==> config.mk <==
export PLATFORM = sky130hd
export DESIGN_NAME = seq_shifter_lr
export DESIGN_NICKNAME = d
export VERILOG_FILES = /design/src/rtl/seq_shifter_lr.sv
export SDC_FILE = /design/constraint.sdc
export NUM_CORES = 1
export LEC_CHECK = 0
export BUFFER_PORTS_ARGS = -buffer_cell sky130_fd_sc_hd__buf_2
export CELL_PAD_IN_SITES_DETAIL_PLACEMENT = 2
export CELL_PAD_IN_SITES_GLOBAL_PLACEMENT = 2
export CORE_MARGIN = 2
export CORE_UTILIZATION = 29
export DETAILED_ROUTE_END_ITERATION = 16
export PLACE_DENSITY = 0.78
export SETUP_SLACK_MARGIN = 0.02
export SYNTH_ARGS = -nofsm -noshare
export SYNTH_HDL_FRONTEND = slang
export SYNTH_SLANG_ARGS = --single-unit
==> constraint.sdc <==
create_clock -name clk -period 1.3 [get_ports clk]
set_input_delay 0.065 -clock clk [delete_from_list [all_inputs] [get_ports clk]]
set_output_delay 0.065 -clock clk [all_outputs]
set_load 0.02 [all_outputs]
==> src/rtl/seq_shifter_lr.sv <==
// ---------------------------------------------------------------------------
// seq_shifter_lr
//
// Multi-cycle bidirectional logical shifter with valid/ready handshakes.
// A request is accepted in IDLE. The word then moves one bit position per
// clock in SHIFT. The result is presented in DONE until the consumer takes it.
// The result is the same as a combinational left/right barrel shifter, but it
// takes shift_amt cycles instead of a wide mux tree.
//
// Optional build feature (macro SEQ_SHIFTER_ROTATE_EN):
//   Adds input `rot`. rot is latched at accept. When rot=1, every step is a
//   rotate instead of a zero-filling shift. Latency and handshake are unchanged.
//
// Ports:
//   clk        in   rising-edge clock
//   rst_n      in   asynchronous active-low reset
//   in_valid   in   request valid
//   in_ready   out  block idle and able to accept (forced low in reset)
//   din        in   operand, WIDTH bits
//   dir        in   0 = shift left, 1 = shift right
//   shift_amt  in   number of positions, AMT_W bits
//   out_valid  out  result valid (state DONE)
//   out_ready  in   consumer accepts result
//   dout       out  result register (intermediate values visible while busy)
//   busy       out  state is not IDLE
//   rot        in   (SEQ_SHIFTER_ROTATE_EN only) rotate instead of shift
// ---------------------------------------------------------------------------
module seq_shifter_lr #(
    parameter int WIDTH = 4,
    parameter int AMT_W = 2
) (
    input  logic             clk,
    input  logic             rst_n,
    input  logic             in_valid,
    output logic             in_ready,
    input  logic [WIDTH-1:0] din,
    input  logic             dir,
    input  logic [AMT_W-1:0] shift_amt,
    output logic             out_valid,
    input  logic             out_ready,
    output logic [WIDTH-1:0] dout,
    output logic             busy
`ifdef SEQ_SHIFTER_ROTATE_EN
    ,
    input  logic             rot
`endif
);

    typedef enum logic [1:0] {
        ST_IDLE  = 2'd0,
        ST_SHIFT = 2'd1,
        ST_DONE  = 2'd2
    } state_e;

    localparam logic [AMT_W-1:0] AMT_ONE = AMT_W'(1);

    state_e             state_q, state_d;
    logic [WIDTH-1:0]   dout_q, dout_d;
    logic [AMT_W-1:0]   count_q, count_d;
    logic               dir_q, dir_d;
    logic               rot_q, rot_d;
    logic               out_valid_q;
    logic               busy_q;
    logic               idle_q;
    logic               rot_in_s;

`ifdef SEQ_SHIFTER_ROTATE_EN
    assign rot_in_s = rot;
`else
    // Without the rotate feature every step zero-fills.
    assign rot_in_s = 1'b0;
`endif

    // One-position step. In rotate mode, the bit leaving one end re-enters the other end.
    function automatic logic [WIDTH-1:0] shift_step(
        input logic [WIDTH-1:0] data,
        input logic             right,
        input logic             rotate
    );
        logic fill_s;
        if (right) begin
            fill_s = rotate ? data[0] : 1'b0;
            return {fill_s, data[WIDTH-1:1]};
        end else begin
            fill_s = rotate ? data[WIDTH-1] : 1'b0;
            return {data[WIDTH-2:0], fill_s};
        end
    endfunction

    // Next-state, datapath and counter update.
    always_comb begin
        state_d = state_q;
        dout_d  = dout_q;
        count_d = count_q;
        dir_d   = dir_q;
        rot_d   = rot_q;
        case (state_q)
            ST_IDLE: begin
                // in_ready is 1 in IDLE whenever edges take effect, so in_valid alone means accept.
                if (in_valid) begin
                    dout_d  = din;
                    count_d = shift_amt;
                    dir_d   = dir;
                    rot_d   = rot_in_s;
                    if (shift_amt == '0) begin
                        state_d = ST_DONE;
                    end else begin
                        state_d = ST_SHIFT;
                    end
                end else begin
                    state_d = ST_IDLE;
                end
            end
            ST_SHIFT: begin
                dout_d  = shift_step(dout_q, dir_q, rot_q);
                count_d = count_q - AMT_ONE;
                // The last step completes on the edge where the count is 1.
                if (count_q == AMT_ONE) begin
                    state_d = ST_DONE;
                end else begin
                    state_d = ST_SHIFT;
                end
            end
            ST_DONE: begin
                if (out_ready) begin
                    state_d = ST_IDLE;
                end else begin
                    state_d = ST_DONE;
                end
            end
            default: begin
                state_d = ST_IDLE;
            end
        endcase
    end

    // State, datapath and registered status flags.
    // The flags are decoded from state_d so that they change together with the state.
    always_ff @(posedge clk or negedge rst_n) begin
        if (!rst_n) begin
            state_q     <= ST_IDLE;
            dout_q      <= '0;
            count_q     <= '0;
            dir_q       <= 1'b0;
            rot_q       <= 1'b0;
            out_valid_q <= 1'b0;
            busy_q      <= 1'b0;
            idle_q      <= 1'b1;
        end else begin
            state_q     <= state_d;
            dout_q      <= dout_d;
            count_q     <= count_d;
            dir_q       <= dir_d;
            rot_q       <= rot_d;
            out_valid_q <= (state_d == ST_DONE);
            busy_q      <= (state_d != ST_IDLE);
            idle_q      <= (state_d == ST_IDLE);
        end
    end

    // in_ready must drop as soon as reset asserts, so it is gated by rst_n.
    assign in_ready  = idle_q & rst_n;
    assign out_valid = out_valid_q;
    assign busy      = busy_q;
    assign dout      = dout_q;

endmodule

# == After elaboration in Yosys (flattened, before gate mapping) ==
# Index checks and enable logic that the tools add are counted.
# Widths: inputs -> output; s select.
# totals
register_bits,12
output_inout_bits,7
# classes
mux,10
reduce_logical,7
eq_ne,5
n_addsub,1
bitwise,1
# ops
cell,n
$mux 2,5
$mux 4,2
$pmux 4 s2,1
$logic_not 2->1,3
$pmux 2 s3,1
$eq 2x1->1 const B,2
$eq 2x2->1 const B,2
$pmux 2 s2,1
$reduce_and 2->1,2
$reduce_bool 2->1,2
$ne 2x2->1 const B,1
$sub 2x1->2 const B,1
$and 1x1->1,1

# == Longest topological paths before layout ==
# depth
ltp_word,5
mapped_depth,4
mapped_depth_nobuf,4

# == Least setup slack after synthesis ==
# Ideal clock, no wire load.
# synth_path
kind,reg2reg
startpoint,reg state_q[0]
endpoint,reg dir_q
arrival_ps,991
required_time_ps,1175
setup_ps,125
slack_ps,184
n_path_buf,0
path_stages_with_launch,4
path_cell_list,dfrtp_1 -> nand2b_2 -> nor2_1 -> mux2_4
# synth_via
elab_chain_len,2
# synth_rtl
element,line,text
start: declaration,57,"state_e state_q, state_d;"
start signal: assignment,150,state_q <= state_d;
$logic_not 2->1,97,case (state_q)
$reduce_and 2->1 (no line),--,
end signal: assignment,153,dir_q <= dir_d;
end: declaration,60,"logic dir_q, dir_d;"
# Every way passes these cells.
# A chain may end at the register's enable or synchronous reset.

# == Worst setup path after layout ==
# Same ends and word-level chain as after synthesis.

==> impl_metrics.tcl <==
set metrics [dict create \
    cp-start-kind "register" \
    worst-path-stages 3 \
    firstDrtPassIters 2 \
    drt_iter0_drc 1 \
    critPathKind "reg -> reg" \
    crit_required_ns 1.46 \
    finalClockSkew_ns 0.00210 \
    slew_viol_final 0 \
    use_met3_pct 4.29 \
    endpoint_kind "register" \
    clock_path_buffers 2 \
    rr_worst_depth 3 \
    synthArstFlopShare_pct 100 \
    hold_path.class "in -> reg" \
    final.fill_count 241 \
    cts.clk_slew.worst_paths_ns 0.08 \
    cts.sinks 12 \
    leakagePower_nw 0.374 \
    hold_viol 0 \
    status "finished, final reports clean" \
    cts-root-buf "clkbuf_4" \
    fp-row-count 16 \
    syn-cell-area_um2 588 \
    io_pins 18 \
    cts_setup_buffers 0 \
    utilization_pct 39.7 \
    htree_levels 1 \
    crit_chain "nand2b_2, nor2_1, mux2_4" \
    coreArea_um2 1940 \
    worst_pin_slew_ns 0.325 \
    synth_commonest_cells "dfrtp_1, nor2_1, o21ai_1" \
    crit_arrival_ns 1.32 \
    min_delay_path_depth 2 \
    setup_tns_ns 0 \
    avgSynthCellArea_um2 10.7 \
    grt_busiest_layer "met2" \
    cts_tree "yes" \
    grt_max_degree 13 \
    fp.dieW_um 49.0 \
    nNetsFinal 92 \
    synth_seq_area_share_pct 51.3 \
    fin_crit_ns 1.16 \
    syn_inst 55 \
    grt_util_all_layers_pct 16.2 \
    drc 0 \
    wl_per_cell_um 15.1 \
    yosysMostFrequentCell "dfrtp_1" \
    synthToLayoutAreaGrowth_pct 31.1 \
    ant_nets 0 \
    setup_violations 0 \
    gr-usage-met2_pct 28.5 \
    power_density_nw_per_um2 2610 \
    die_y_um 49.0 \
    finalWeightedCongestion 0.746 \
    fin_crit_sh_pct 89.1 \
    cpPeakStageDelay_ns 0.41 \
    layoutNonFillerInstCount 106 \
    synth_area_leaders "dfrtp_1, dfstp_2, o21ai_1" \
    via_count 514 \
    synth_nets 67 \
    synth-edff-count 0 \
    yosysUniqueCellTypes 26 \
    synth_warnings 0 \
    timing.fmax_ghz 0.863 \
    start_util_pct 30.3 \
    yosys.area.top_type "dfrtp_1" \
    grt_pass1_wl_um 2830 \
    io_buffer_count 17 \
    vias_per_cell 4.85 \
    yosys.area.top_type_share_pct 46.8 \
    synth_seq_cells 12 \
    n_antenna_cell 0 \
    use_met1_pct 17.6 \
    crit_buf_inv 0 \
    crit_path_top_delay_cell "dfrtp_1" \
    fin_ws_ns 0.141 \
    drive_above_1_share_pct 38.0 \
    max-vdd-ir-drop_uv 948 \
    synth-main-ff-cell "dfrtp_1" \
    hpwl_um 1260 \
    first_global_vias 570 \
    antenna_found_initial 0 \
    clock_latency_ns 0.27 \
    finalWirelength_um 1600 \
    globalRouteOverflowTotal 0 \
    critical_path.top_delay_family "flip-flops" \
    rsz0062_at_grt "no" \
    die_area_um2 2400 \
    path_max_fanout 4 \
    dp_slack_ns 0.155 \
    max_cap_viol_count 0 \
    dp_cells 101 \
    max_slew_margin_pct 78.3 \
    cts_buffers 3 \
    cts-resized-gates 0 \
]
[routing by layer]
layer | share of wire (%) | routed length (µm)
met5 | 0 | 0
met4 | 0.75 | 12
met3 | 4.2 | 67
met2 | 54 | 858
met1 | 41 | 658
[state kept, by name (all words and copies together) (netlist names)]
register / cells
dir_q: 1
dout: 4
state_q: 2
out_valid: 1
count_q: 2
idle_q: 1
busy: 1
[layout by cell type (no fill, tap or decap), types with 2 or more instances in the layout]
cell	count
o21bai_1	2
buf_4	4
nand2_1	4
a32oi_1	2
o21ai_1	5
a2bb2oi_1	2
inv_1	2
buf_2	17
dfrtp_1	11
mux2i_1	2
nor2_1	6
o22a_1	2
clkbuf_4	3
a21oi_1	2
[through the flow]
stage                     area [µm²]  total power, mW  hold slack (ns)
final                            771             2.02           0.0229
after global routing             771             2.20          0.00769
after CTS                        771             2.06           0.0107
after detailed placement         724             1.75           0.0243
after global placement           724             1.69           0.0359
after floorplan                  588             1.39           -0.231
[worst register-to-register path, stage by stage (launching register included)]
cell	delay (ns)
dfrtp_1	0.41
nand2b_2	0.20
nor2_1	0.14
mux2_4	0.31
[what timing repair did]
action | in CTS | in global routing
setup endpoints to repair | 0 | 0
hold buffers | 1 | 0
hold endpoints to repair | 12 | 0
[final cells by class]
cell class | instances | area [µm²] | share of cell area (%)
flip-flops and latches | 12 | 302 | 39.1
inverters | 2 | 7.51 | 0.974
multi-input cells | 39 | 267 | 34.6
well taps | 27 | 33.8 | 4.38
clock buffers | 4 | 36.3 | 4.71
repair buffers | 22 | 125 | 16.2
[final timing paths]
kind	from	endpoint	slack [ns]
setup / recovery	state_q[0]$_DFF_PN0_	dir_q$_DFFE_PN0P_	0.14
hold / removal	dir	dir_q$_DFFE_PN0P_	0.02
setup reg to reg	state_q[0]$_DFF_PN0_	dir_q$_DFFE_PN0P_	0.14
hold reg to reg	count_q[0]$_DFFE_PN0P_	count_q[0]$_DFFE_PN0P_	0.53
max in group asynchronous	rst_n	idle_q$_DFF_PN1_	0.81
min in group asynchronous	rst_n	dout[0]$_DFFE_PN0P_	0.26
[cells by family (layout without fill, tap and decap cells)]
family                     Yosys count  in the layout  synth area share (%)
adders and majority gates            1              1                  2.13
buffers and inverters                4             28                  3.40
DFF                                 12             12                  51.3
and+or+nand+nor                     15             15                  12.1
muxes                                4              4                  7.87
AOI/OAI and AO/OA                   19             19                  23.2
[report_power, final]
group / internal [mW] / total, mW / switching, mW
Clock: 0.170 / 0.302 / 0.132
Combinational: 0.455 / 0.968 / 0.513
Sequential: 0.573 / 0.745 / 0.172
Total: 1.20 / 2.02 / 0.817
Power figures use the tool's default switching activity.
